--- config.mk ---
export PLATFORM = sky130hd
export DESIGN_NAME = i2c_txn_arbiter
export DESIGN_NICKNAME = d
export VERILOG_FILES = /design/src/rtl/i2c_pkg.sv /design/src/rtl/rr_arbiter2.sv /design/src/rtl/i2c_txn_arbiter.sv
export SDC_FILE = /design/constraint.sdc
export NUM_CORES = 1
export LEC_CHECK = 0
export CAP_MARGIN = 20
export CORE_UTILIZATION = 40
export DETAILED_ROUTE_END_ITERATION = 7
export HOLD_SLACK_MARGIN = 0.06
export PLACE_DENSITY = 0.7
export SETUP_SLACK_MARGIN = 0.3
export SYNTH_ARGS = -nofsm -noshare
export SYNTH_HDL_FRONTEND = slang
export SYNTH_HIERARCHICAL = 1
export SYNTH_SLANG_ARGS = --single-unit
export TNS_END_PERCENT = 1
--- constraint.sdc ---
create_clock -name core_clk -period 1.7 [get_ports core_clk]
set_input_delay 0.255 -clock core_clk [delete_from_list [all_inputs] [get_ports core_clk]]
set_output_delay 0.255 -clock core_clk [all_outputs]
set_load 0.005 [all_outputs]
--- src/rtl/i2c_pkg.sv ---
`default_nettype none
// +----------------------------------------------------------------------+
// | i2c_pkg                                                              |
// | Shared state encodings and default timing constants for the I2C      |
// | transaction arbiter.                                                 |
// | Revision: 1.0                                                        |
// +----------------------------------------------------------------------+
package i2c_pkg;

  typedef logic [1:0] req_vec_t;

  localparam logic [2:0] C_ST_IDLE  = 3'd0;
  localparam logic [2:0] C_ST_LOAD  = 3'd1;
  localparam logic [2:0] C_ST_RUN   = 3'd2;
  localparam logic [2:0] C_ST_DRAIN = 3'd3;
  localparam logic [2:0] C_ST_DONE  = 3'd4;

  localparam int C_TIMEOUT_DEF  = 1023;
  localparam int C_STOP_GAP_DEF = 16;

endpackage
`default_nettype wire

--- src/rtl/rr_arbiter2.sv ---
`default_nettype none
// +----------------------------------------------------------------------+
// | rr_arbiter2                                                          |
// | Two-way round-robin pick; last = index of the previously granted     |
// | requester.                                                           |
// | Revision: 1.0                                                        |
// +----------------------------------------------------------------------+
module rr_arbiter2
  import i2c_pkg::*;
(
  input  req_vec_t req,
  input  logic     last,
  output req_vec_t winner
);

  always_comb begin
    winner = req;
    if (req == 2'b11) begin
      winner = last ? 2'b01 : 2'b10;
    end
  end

endmodule
`default_nettype wire

--- src/rtl/i2c_txn_arbiter.sv ---
`default_nettype none
// +----------------------------------------------------------------------+
// | i2c_txn_arbiter                                                      |
// | Arbitrates two requesters onto one I2C engine, sequencing each       |
// | transaction with a byte watchdog and a STOP drain gap.               |
// | Revision: 1.0                                                        |
// +----------------------------------------------------------------------+
module i2c_txn_arbiter
  import i2c_pkg::*;
#(
  parameter int LEN_W    = 4,
  parameter int TIMEOUT  = C_TIMEOUT_DEF,
  parameter int STOP_GAP = C_STOP_GAP_DEF
) (
  input  logic             core_clk,
  input  logic             rst_n,
  input  req_vec_t         req,
  input  logic [7:0]       req_addr0,
  input  logic [7:0]       req_addr1,
  input  logic [LEN_W-1:0] req_len0,
  input  logic [LEN_W-1:0] req_len1,
  input  logic             byte_done,
  output logic [1:0]       grant,
  output logic [1:0]       done,
  output logic [1:0]       err,
  output logic             enable,
  output logic [7:0]       slave_address,
  output logic             busy
);

  localparam int WD_W  = $clog2(TIMEOUT + 1);
  localparam int GAP_W = (STOP_GAP > 1) ? $clog2(STOP_GAP) : 1;

  logic [2:0]       r_state;
  logic [1:0]       r_grant;
  logic [7:0]       r_addr;
  logic [LEN_W-1:0] r_remaining;
  logic [WD_W-1:0]  r_wd;
  logic [GAP_W-1:0] r_gap;
  logic             r_enable;
  logic             r_err_pend;
  logic             r_last;
  req_vec_t         w_winner;

  rr_arbiter2 u_rr (
    .req    (req),
    .last   (r_last),
    .winner (w_winner)
  );

  always_ff @(posedge core_clk or negedge rst_n) begin
    if (!rst_n) begin
      r_state     <= C_ST_IDLE;
      r_grant     <= 2'b00;
      r_addr      <= 8'h00;
      r_remaining <= '0;
      r_wd        <= '0;
      r_gap       <= '0;
      r_enable    <= 1'b0;
      r_err_pend  <= 1'b0;
      r_last      <= 1'b1;
    end else begin
      case (r_state)
        C_ST_IDLE: begin
          if (|req) begin
            r_grant     <= w_winner;
            r_addr      <= w_winner[1] ? req_addr1 : req_addr0;
            r_remaining <= w_winner[1] ? req_len1 : req_len0;
            r_err_pend  <= 1'b0;
            r_state     <= C_ST_LOAD;
          end
        end
        C_ST_LOAD: begin
          r_wd <= '0;
          if (r_remaining == '0) begin
            r_state <= C_ST_DONE;
          end else begin
            r_enable <= 1'b1;
            r_state  <= C_ST_RUN;
          end
        end
        C_ST_RUN: begin
          // A byte completing in the timeout cycle wins over the abort
          if (byte_done) begin
            r_wd <= '0;
            if (r_remaining != '0) begin
              r_remaining <= r_remaining - LEN_W'(1);
            end
            if (r_remaining == LEN_W'(1)) begin
              r_enable <= 1'b0;
              r_gap    <= '0;
              r_state  <= C_ST_DRAIN;
            end
          end else if (r_wd == WD_W'(TIMEOUT)) begin
            r_enable   <= 1'b0;
            r_err_pend <= 1'b1;
            r_gap      <= '0;
            r_state    <= C_ST_DRAIN;
          end else begin
            r_wd <= r_wd + WD_W'(1);
          end
        end
        C_ST_DRAIN: begin
          if (r_gap == GAP_W'(STOP_GAP - 1)) begin
            r_state <= C_ST_DONE;
          end else begin
            r_gap <= r_gap + GAP_W'(1);
          end
        end
        C_ST_DONE: begin
          r_last     <= r_grant[1];
          r_grant    <= 2'b00;
          r_err_pend <= 1'b0;
          r_state    <= C_ST_IDLE;
        end
        default: begin
          r_state <= C_ST_IDLE;
        end
      endcase
    end
  end

  assign grant         = r_grant;
  assign enable        = r_enable;
  assign slave_address = r_addr;
  assign busy          = (r_state != C_ST_IDLE);
  assign done          = (r_state == C_ST_DONE) ? r_grant : 2'b00;
  assign err           = ((r_state == C_ST_DONE) && r_err_pend) ? r_grant : 2'b00;

endmodule
`default_nettype wire

==> results.cfg <==
[power_and_ir_drop]
report.power.total_mw = 4.13
power.density_mw_per_mm2 = 1320
peakVddDrop_mv = 0.796
leakage_nw = 1.44

[synthesis]
synth_compound_area_share_pct = 21.9
synthXorXnorAreaFrac_pct = 0
postSynthCellCount = 212
synth_top_area_share_pct = 40.5
synth_adder_area_share_pct = 2.46
netlist_top_cells_area = dfrtp_1, mux2i_1, o21ai_0
ys_ff_latch = 34
async_flop_share_pct = 100
netlist-cell-type-count = 52
synthFlopType = dfrtp_1
synth-simple-area-share_pct = 22.7
synth_top_family_by_area = simple AND/OR/NAND/NOR gates
syn_nets = 245
ys_warn_count = 6
synth_edf_count = 0
yosys.area.top_type = dfrtp_1
synthMuxAreaShare_pct = 7.19
syn_avg_cell_area_um2 = 9.61
yosysSeqAreaShare_pct = 41.8
syn-cell-area_mm2 = 0.00204

[worst_setup_path]
critPathMaxFanout = 4
crit_path_top_delay_cell = or4_4
critPathKind = reg -> reg
cp_data_required_time_ps = 1880
cp_slowest_stage_delay_ps = 590
crit_path_end_kind = flip-flop
crit_arrival_ps = 1970
crit_top_cell = a22o_1
worstPathCellList = ha_2, nand3_2, or4_4, a22o_1, a22o_1
cp-start-kind = flip-flop

[drt]
vias_per_cell = 5.28
drt-wirelength-per-cell_um = 14.7
postRouteAntennaNets = 0
drt_wl_total_um = 5410
initialDrtViolationCount = 92
drc = 0
dr_total_vias = 1942
dr.pass1.iters = 4

[die]
die_w_um = 73.4
design.core.area_mm2 = 0.00482
dieArea_mm2 = 0.00538
ios = 45
rows = 25
die_h_um = 73.4
start_util_pct = 42.3

[placed_design]
portBuffers = 44
pre_cts_ws_ps = -285
place_congestion = 0.776
dp_hpwl_um = 3880

[timing]
finalMaxSlewViolations = 0
finalCriticalPeriod_ps = 1790
setup_viol_count_final = 9
final_hold_viol_count = 0
min_period_over_period_pct = 105
finClkSkew_ps = 5.83
rsz0062_at_grt = true
tightestPinTransition_ps = 330
slew-limit-headroom_pct = 77.8
worst_slack_ps = -93.0
fmax_mhz = 558

[cells_and_area]
ff_latch_area_um2 = 853
filler_cell_count = 426
nets = 333
antenna_cells = 0
final_common_cell = buf_4
area_delta_synth_final_pct = 53.3
drive_gt1_share_pct = 32.2
layout_common_cells = buf_4, dfrtp_1, clkdlybuf4s50_1, o21ai_0, nand2_1
multi_input_area_mm2 = 0.00124

[global_routing]
grt_pass1_vias = 1854
gr-total-overflow = 0
grt_max_degree = 35
track_usage_pct = 21.7
grt_pass1_wl_um = 8940
antenna_found_initial = 0

[cts]
cts_root_buf = clkbuf_8
htree_levels = 2
clock-sinks = 34
clk-insertion-delay-late_ps = 290
numCtsBuffers = 5
tritoncts = built
cts_hold_buf = 0
clk_pin_slew_ps = 70
cts.path.max_buffers = 2

[run_status]
outcome = finished with violations
violations = negative setup slack

[job]
maxCapViolCount = 0

[min_path]
hp-class = in -> async
-- flip-flops by register name, summed over array words and instances (netlist names) --
register and cells:
enable 1, grant 2, r_err_pend 1, r_gap 4
r_last 1, r_remaining 4, r_state 3, r_wd 10
slave_address 8
-- area by class of cell --
type / count / share of cell area [%]
Multi-Input combinational cell: 160 / 39.7
Clock buffer: 7 / 2.76
Tap cell: 67 / 2.68
Inverter: 5 / 0.601
Clock inverter: 1 / 0.160
Timing Repair Buffer: 94 / 26.8
Sequential cell: 34 / 27.3
-- critical path, delay by kind of cell (launching register included) --
kind	cells	cell delay, ps
flops	1	360
compound gates	2	440
simple gates	2	690
fa+ha+maj	1	200
-- timing repair --
action	4_1_cts	5_1_grt
setup buffers	5	1
setup endpoints to repair	46	37
pin swaps	8	14
resized for setup	55	15
-- per-layer routing --
| layer | up-vias | part of all wire, % | global-route usage [%] |
|---|---|---|---|
| li1 | 975 | - | - |
| met1 | 932 | 49 | 30.8 |
| met4 | 0 | 1.5 | 7.69 |
| met3 | 7 | 2.1 | 3.70 |
| met2 | 28 | 48 | 33.3 |
| met5 | - | 0 | 0 |
-- path summary, 6_finish.rpt --
kind	start	to	slack, ps	cells after the start
max in group asynchronous	rst_n	r_last	1120	2
min in group core_clk	slave_address[1]	slave_address[1]	480	2
worst max-delay path	r_wd[0]	r_gap[2]	-90	5
worst max register to register	r_wd[0]	r_gap[2]	-90	5
worst min-delay path	rst_n	r_wd[2]	330	2
worst min register to register	slave_address[1]	slave_address[1]	480	2
-- cells in the mapped netlist (2+ instances only) --
cell type and number:
and3_1 7, ha_1 4, mux2i_1 12, a22oi_1 2, nor4bb_1 2, nor3_1 8
clkbuf_1 10, nor2_1 13, nand4_1 3, nand2_1 14, o21ai_0 18, a21o_1 5
o22ai_1 7, nor2b_1 3, nand3_1 4, and2_1 4, a22o_1 9, and3b_1 2
nand2b_1 3, o211ai_1 3, nor3b_1 3, inv_1 5, dfrtp_1 33, a211o_1 3
a21oi_1 7, a31oi_1 2
-- power breakdown --
part / total, mW / switching (mW) / internal (mW)
clock: 0.627 / 0.301 / 0.327
sequential: 1.31 / 0.237 / 1.08
combinational: 2.18 / 0.980 / 1.20
total: 4.13 / 1.52 / 2.61
-- per-stage QoR --
step           TNS [ps]  util (%)  cells  hold slack [ps]  cell area (um^2)
6_report           -455      64.8    368              329              3120
5_1_grt           -1200      64.8    368              365              3120
4_1_cts            -416      63.2    367              334              3050
3_5_place_dp      -4800      59.2    354              475              2850
3_3_place_gp      -3690      59.2    354              461              2850
2_1_floorplan      -151         -    212            -40.6              2050
-- cells by family (layout without fill, tap and decap cells) --
logic type | count (synthesis) | in the layout
compound gates | 63 | 63
fa+ha+maj | 4 | 4
buf+inv | 18 | 107
flops | 34 | 34
mux | 14 | 14
simple gates | 79 | 79
No activity file was read; power rests on OpenSTA's default activity.
